`config.mk`:
```
export PLATFORM = sky130hd
export DESIGN_NAME = pipeline_ctrl
export DESIGN_NICKNAME = d
export VERILOG_FILES = /design/src/rtl/pipeline_ctrl.sv
export SDC_FILE = /design/constraint.sdc
export NUM_CORES = 1
export LEC_CHECK = 0
export ABC_AREA = 1
export BUFFER_PORTS_ARGS = -buffer_cell sky130_fd_sc_hd__buf_2
export CAP_MARGIN = 40
export CORE_AREA = 2 2 48 50
export CTS_BUF_LIST = sky130_fd_sc_hd__clkbuf_2
export DETAILED_ROUTE_END_ITERATION = 7
export DIE_AREA = 0 0 50 52
export HOLD_SLACK_MARGIN = 0.06
export PLACE_DENSITY_LB_ADDON = 0.08
export SLEW_MARGIN = 30
export SYNTH_ARGS = -nofsm -noshare
export SYNTH_HDL_FRONTEND = slang
export SYNTH_SLANG_ARGS = --single-unit
export TNS_END_PERCENT = 100
```
`constraint.sdc`:
```
create_clock -name clk -period 2.7 [get_ports clk]
set_input_delay 0.54 -clock clk [delete_from_list [all_inputs] [get_ports clk]]
set_output_delay 0.54 -clock clk [all_outputs]
set_load 0.02 [all_outputs]
```
`src/rtl/pipeline_ctrl.sv`:
```
// rtl/pipeline_ctrl.sv - stall/flush sequencer for the 5-stage RV32 pipeline
//
// Combines load-use stall, EX branch-taken, EX trap and the data-memory
// handshake into write enables and flushes for PC, IF/ID, ID/EX, EX/MEM and
// MEM/WB. Owns the memory-wait timeout and the trap drain sequence.
//
// Optional feature: define PIPE_CTRL_PERF_EN to build the stall counter;
// otherwise stall_cnt_o is tied to 0.
//
// Ports:
//   clk, rst_n                 clock, synchronous active-low reset
//   load_use_i                 load-use stall request
//   branch_taken_i             branch/jump resolved taken in EX
//   trap_i                     trap raised by the EX instruction
//   mem_req_i, dmem_ready_i    MEM stage access / data memory completion
//   pc_we_o, pc_sel_trap_o     PC write enable, select trap vector
//   ifid/idex/exmem_we_o       pipeline register write enables
//   ifid/idex/exmem_flush_o    load a NOP bubble into that register
//   memwb_bubble_o             MEM/WB captures a bubble
//   mem_err_o                  one-cycle pulse on memory timeout
//   state_o                    RUN=0, MEM_WAIT=1, TRAP_FLUSH=2
//   stall_cnt_o                saturating count of cycles with pc_we_o=0

module pipeline_ctrl #(
    parameter int MEM_TIMEOUT  = 16,
    parameter int FLUSH_CYCLES = 2,
    parameter int CNT_W        = 16
) (
    input  logic             clk,
    input  logic             rst_n,
    input  logic             load_use_i,
    input  logic             branch_taken_i,
    input  logic             trap_i,
    input  logic             mem_req_i,
    input  logic             dmem_ready_i,
    output logic             pc_we_o,
    output logic             pc_sel_trap_o,
    output logic             ifid_we_o,
    output logic             idex_we_o,
    output logic             exmem_we_o,
    output logic             ifid_flush_o,
    output logic             idex_flush_o,
    output logic             exmem_flush_o,
    output logic             memwb_bubble_o,
    output logic             mem_err_o,
    output logic [1:0]       state_o,
    output logic [CNT_W-1:0] stall_cnt_o
);

    typedef enum logic [1:0] {
        RUN        = 2'd0,
        MEM_WAIT   = 2'd1,
        TRAP_FLUSH = 2'd2
    } state_t;

    localparam logic [7:0] WCNT_LAST = 8'(MEM_TIMEOUT - 1);
    localparam logic [2:0] FCNT_LAST = 3'(FLUSH_CYCLES - 1);

    state_t     state, state_next;
    logic [7:0] wcnt, wcnt_next;
    logic [2:0] fcnt, fcnt_next;

    // RUN-priority evaluation is shared between RUN and the MEM_WAIT exit
    // cycle; freeze_en is cleared on the exit cycle so the stale wait does
    // not re-freeze the pipe.
    logic eval_run;
    logic freeze_en;

    always_ff @(posedge clk) begin
        if (!rst_n) begin
            state <= RUN;
            wcnt  <= '0;
            fcnt  <= '0;
        end else begin
            state <= state_next;
            wcnt  <= wcnt_next;
            fcnt  <= fcnt_next;
        end
    end

    always_comb begin
        state_next     = state;
        wcnt_next      = wcnt;
        fcnt_next      = fcnt;
        eval_run       = 1'b0;
        freeze_en      = 1'b0;
        pc_we_o        = 1'b1;
        pc_sel_trap_o  = 1'b0;
        ifid_we_o      = 1'b1;
        idex_we_o      = 1'b1;
        exmem_we_o     = 1'b1;
        ifid_flush_o   = 1'b0;
        idex_flush_o   = 1'b0;
        exmem_flush_o  = 1'b0;
        memwb_bubble_o = 1'b0;
        mem_err_o      = 1'b0;

        case (state)
            RUN: begin
                eval_run  = 1'b1;
                freeze_en = 1'b1;
            end
            MEM_WAIT: begin
                if (dmem_ready_i) begin
                    eval_run = 1'b1;
                end else begin
                    pc_we_o        = 1'b0;
                    ifid_we_o      = 1'b0;
                    idex_we_o      = 1'b0;
                    exmem_we_o     = 1'b0;
                    memwb_bubble_o = 1'b1;
                    if (wcnt == WCNT_LAST) begin
                        mem_err_o  = 1'b1;
                        state_next = TRAP_FLUSH;
                        fcnt_next  = '0;
                    end else begin
                        wcnt_next = wcnt + 8'd1;
                    end
                end
            end
            TRAP_FLUSH: begin
                pc_we_o       = 1'b0;
                ifid_flush_o  = 1'b1;
                idex_flush_o  = 1'b1;
                exmem_flush_o = 1'b1;
                if (fcnt == FCNT_LAST) begin
                    pc_we_o       = 1'b1;
                    pc_sel_trap_o = 1'b1;
                    state_next    = RUN;
                end else begin
                    fcnt_next = fcnt + 3'd1;
                end
            end
            default: begin
                state_next = RUN;
            end
        endcase

        if (eval_run) begin
            state_next = RUN;
            if (freeze_en && mem_req_i && !dmem_ready_i) begin
                pc_we_o        = 1'b0;
                ifid_we_o      = 1'b0;
                idex_we_o      = 1'b0;
                exmem_we_o     = 1'b0;
                memwb_bubble_o = 1'b1;
                state_next     = MEM_WAIT;
                wcnt_next      = '0;
            end else if (trap_i) begin
                pc_we_o       = 1'b0;
                ifid_flush_o  = 1'b1;
                idex_flush_o  = 1'b1;
                exmem_flush_o = 1'b1;
                state_next    = TRAP_FLUSH;
                fcnt_next     = '0;
            end else if (branch_taken_i) begin
                // Wins over load-use: the ID instruction is on the wrong path.
                pc_we_o      = 1'b1;
                ifid_flush_o = 1'b1;
                idex_flush_o = 1'b1;
            end else if (load_use_i) begin
                pc_we_o      = 1'b0;
                ifid_we_o    = 1'b0;
                idex_flush_o = 1'b1;
            end
        end

        // Reset forces a fully bubbled, frozen pipe regardless of state.
        if (!rst_n) begin
            pc_we_o        = 1'b0;
            pc_sel_trap_o  = 1'b0;
            ifid_we_o      = 1'b0;
            idex_we_o      = 1'b0;
            exmem_we_o     = 1'b0;
            ifid_flush_o   = 1'b1;
            idex_flush_o   = 1'b1;
            exmem_flush_o  = 1'b1;
            memwb_bubble_o = 1'b1;
            mem_err_o      = 1'b0;
        end
    end

    assign state_o = state;

`ifdef PIPE_CTRL_PERF_EN
    logic [CNT_W-1:0] stall_cnt;

    always_ff @(posedge clk) begin
        if (!rst_n) begin
            stall_cnt <= '0;
        end else if (!pc_we_o && (stall_cnt != {CNT_W{1'b1}})) begin
            stall_cnt <= stall_cnt + CNT_W'(1);
        end
    end

    assign stall_cnt_o = stall_cnt;
`else
    assign stall_cnt_o = '0;
`endif

endmodule

```
==> results.toml <==
[run_status]
status = "complete, no violations"

[cts]
cts-root-buf = "clkbuf_2"
cts_hold_buf = 0
cts_sinks = 13
postCtsSetupRepairBufs = 0
cts_buffers = 3
clkTransAtPathRegs_ps = 130
htree_num_levels = 1
clock_path_buffers = 2
clk_latency_ps = 270
cts_resized = 0
cts_tree = "yes"

[critical_path]
critical_path_arrival_ps = 1830
end_kind = "output pin"
crit_family = "simple AND/OR/NAND/NOR gates"
critPathMaxStageDelay_ps = 410
path_cells = "inv_1 -> ha_1 -> nand2_1 -> nand2_1 -> nand3_1 -> nand3_1 -> a31o_2 -> buf_2"
start_kind = "register"
cpMaxStageDelayCell = "dfxtp_1"
worst-setup-path-type = "reg -> out"
worstPathRequired_ps = 2160
worstPathMaxFanout = 7
crit_buf_inv = 2

[synth]
synth.top_cell.area_share = 0.260
synth_flop_cell = "dfxtp_1"
post_synth_num_cell_types = 26
synthTopCellsByCount = "nand2_1, inv_1, buf_4"
synth-seq-cells = 13
yosysWarnings = 0
synth-async-reset-ratio = 0
yosys-top-cells-area = "dfxtp_1, buf_4, nand2_1, inv_1, ha_1"
ys_seq_area_frac = 0.260
yosysMostFrequentCell = "nand2_1"
synth_largest_area_cell = "dfxtp_1"
synth_cells = 150
synth_edf_count = 0
synthesis.area_um2 = 1000
syn_area_per_cell_um2 = 6.68

[global_route]
gr-usage-all-layers = 0.162
grt_remaining_overflow = 0
grt_pass1_vias = 792
grt_antenna_before_repair = 0
grt_start_max_net_pins = 8
grt_pass1_wl_um = 3150

[timing]
rsz0062_at_grt = "false"
setup_ws_ps = 332
slew_violations = 0
skew_ps = 8.87
fin_crit_ps = 2370
fin_crit_sh = 0.877
finalSetupTns_ps = 0
timing.fmax_mhz = 422
setup_violations = 0
hold_viol_final = 0

[floorplan]
dieWidth_um = 50
initial_core_util = 0.476
coreArea_um2 = 2110
chipHeight_um = 52
io_pins = 35
die-area_um2 = 2600
fp-row-count = 17

[placement]
dpl-instance-area_um2 = 1060
gp_congestion = 0.902
pre_cts_slack_ps = 658
dpl.hpwl_um = 1630
port_buffers = 18

[cells_and_area]
drive_above_1_share = 0.171
layout.nets = 184
finalInstanceArea_um2 = 1080
areaGrowthSynthToFinish_pct = 7.37
n_antenna_cell = 0

[routing]
drt_iter0_markers = 14
vias_per_cell = 4.58
drc_errors = 0
drtPass1Iterations = 4
antenna_left = 0
post_drt_wl_per_cell_um = 9.70
wl_um = 1920
vias = 906

[min_path]
hold_path.class = "reg -> reg"

[power]
p_leak_nw = 0.519
power.density_nw_per_um2 = 397
peakVddDrop_mv = 0.231

[flow_run]
maxCapViolations = 0
==> metal layers <==
metal,wire [µm],up-vias,global-route usage
met4,16,0,0.0833
met5,0,-,0
li1,-,487,-
met3,76,2,0.0259
met2,924,21,0.272
met1,904,396,0.198
==> where the power goes <==
part           switching [mW]  total [mW]  internal [mW]
Clock                  0.0630       0.102         0.0393
Combinational          0.0914       0.126         0.0348
Sequential            0.00356       0.199          0.196
Total                   0.158       0.428          0.270
==> placed cells by master (no fill, tap or decap), types with 2 or more instances in the layout <==
master    synthesis  layout
a211oi_1          2       2
a21oi_1           9       9
a31oi_1           2       2
buf_2             0      18
clkbuf_2          0       4
conb_1            1      16
dfxtp_1          13      13
ha_1              6       6
inv_1            22      22
nand2_1          25      25
nand3_1          13      13
nor2_1           15      15
nor3_1            3       3
o21ai_0           7       7
xor2_1            3       3
==> registers in the layout, indices dropped and copies added (netlist names) <==
register	cells
wcnt	8
fcnt	3
state_o	2
==> cells by family after synthesis <==
kind of cell / synth area share
buf+inv: 0.213
compound gates: 0.124
fa+ha+maj: 0.0749
simple gates: 0.298
other cells: 0.00374
xor+xnor: 0.0262
flops: 0.260
==> cell type report <==
class / instances / area [µm²]
clock buffer: 4 / 20.0
fill: 230 / 1030
inverter: 23 / 86.3
multi-input combinational: 112 / 584
sequential: 13 / 260
tap: 28 / 35.0
timing repair buffer: 18 / 90.1
==> worst paths after layout <==
kind         startpoint      endpoint  slack [ps]  cells past startpoint
max          state_o[1]  idex_flush_o         330                      8
min             fcnt[1]       fcnt[1]         500                      2
min reg2reg     fcnt[1]       fcnt[1]         500                      2
max reg2reg  state_o[1]       fcnt[2]        1130                      9
==> stage by stage <==
step	cells	utilization	hold slack (ps)	power [mW]
finish	198	0.511	503	0.428
global route	198	0.511	527	0.454
CTS	198	0.511	507	0.432
detailed placement	194	0.501	489	0.329
global placement	194	0.501	472	0.329
floorplan	165	-	455	0.316
==> worst reg2reg max path: cells and delay by family (launching register included) <==
family	cells	cell delay, ps
compound gates	1	130
fa+ha+maj	1	270
buf+inv	2	170
flops	1	410
simple gates	5	530
(Power assumes the default switching activity.)
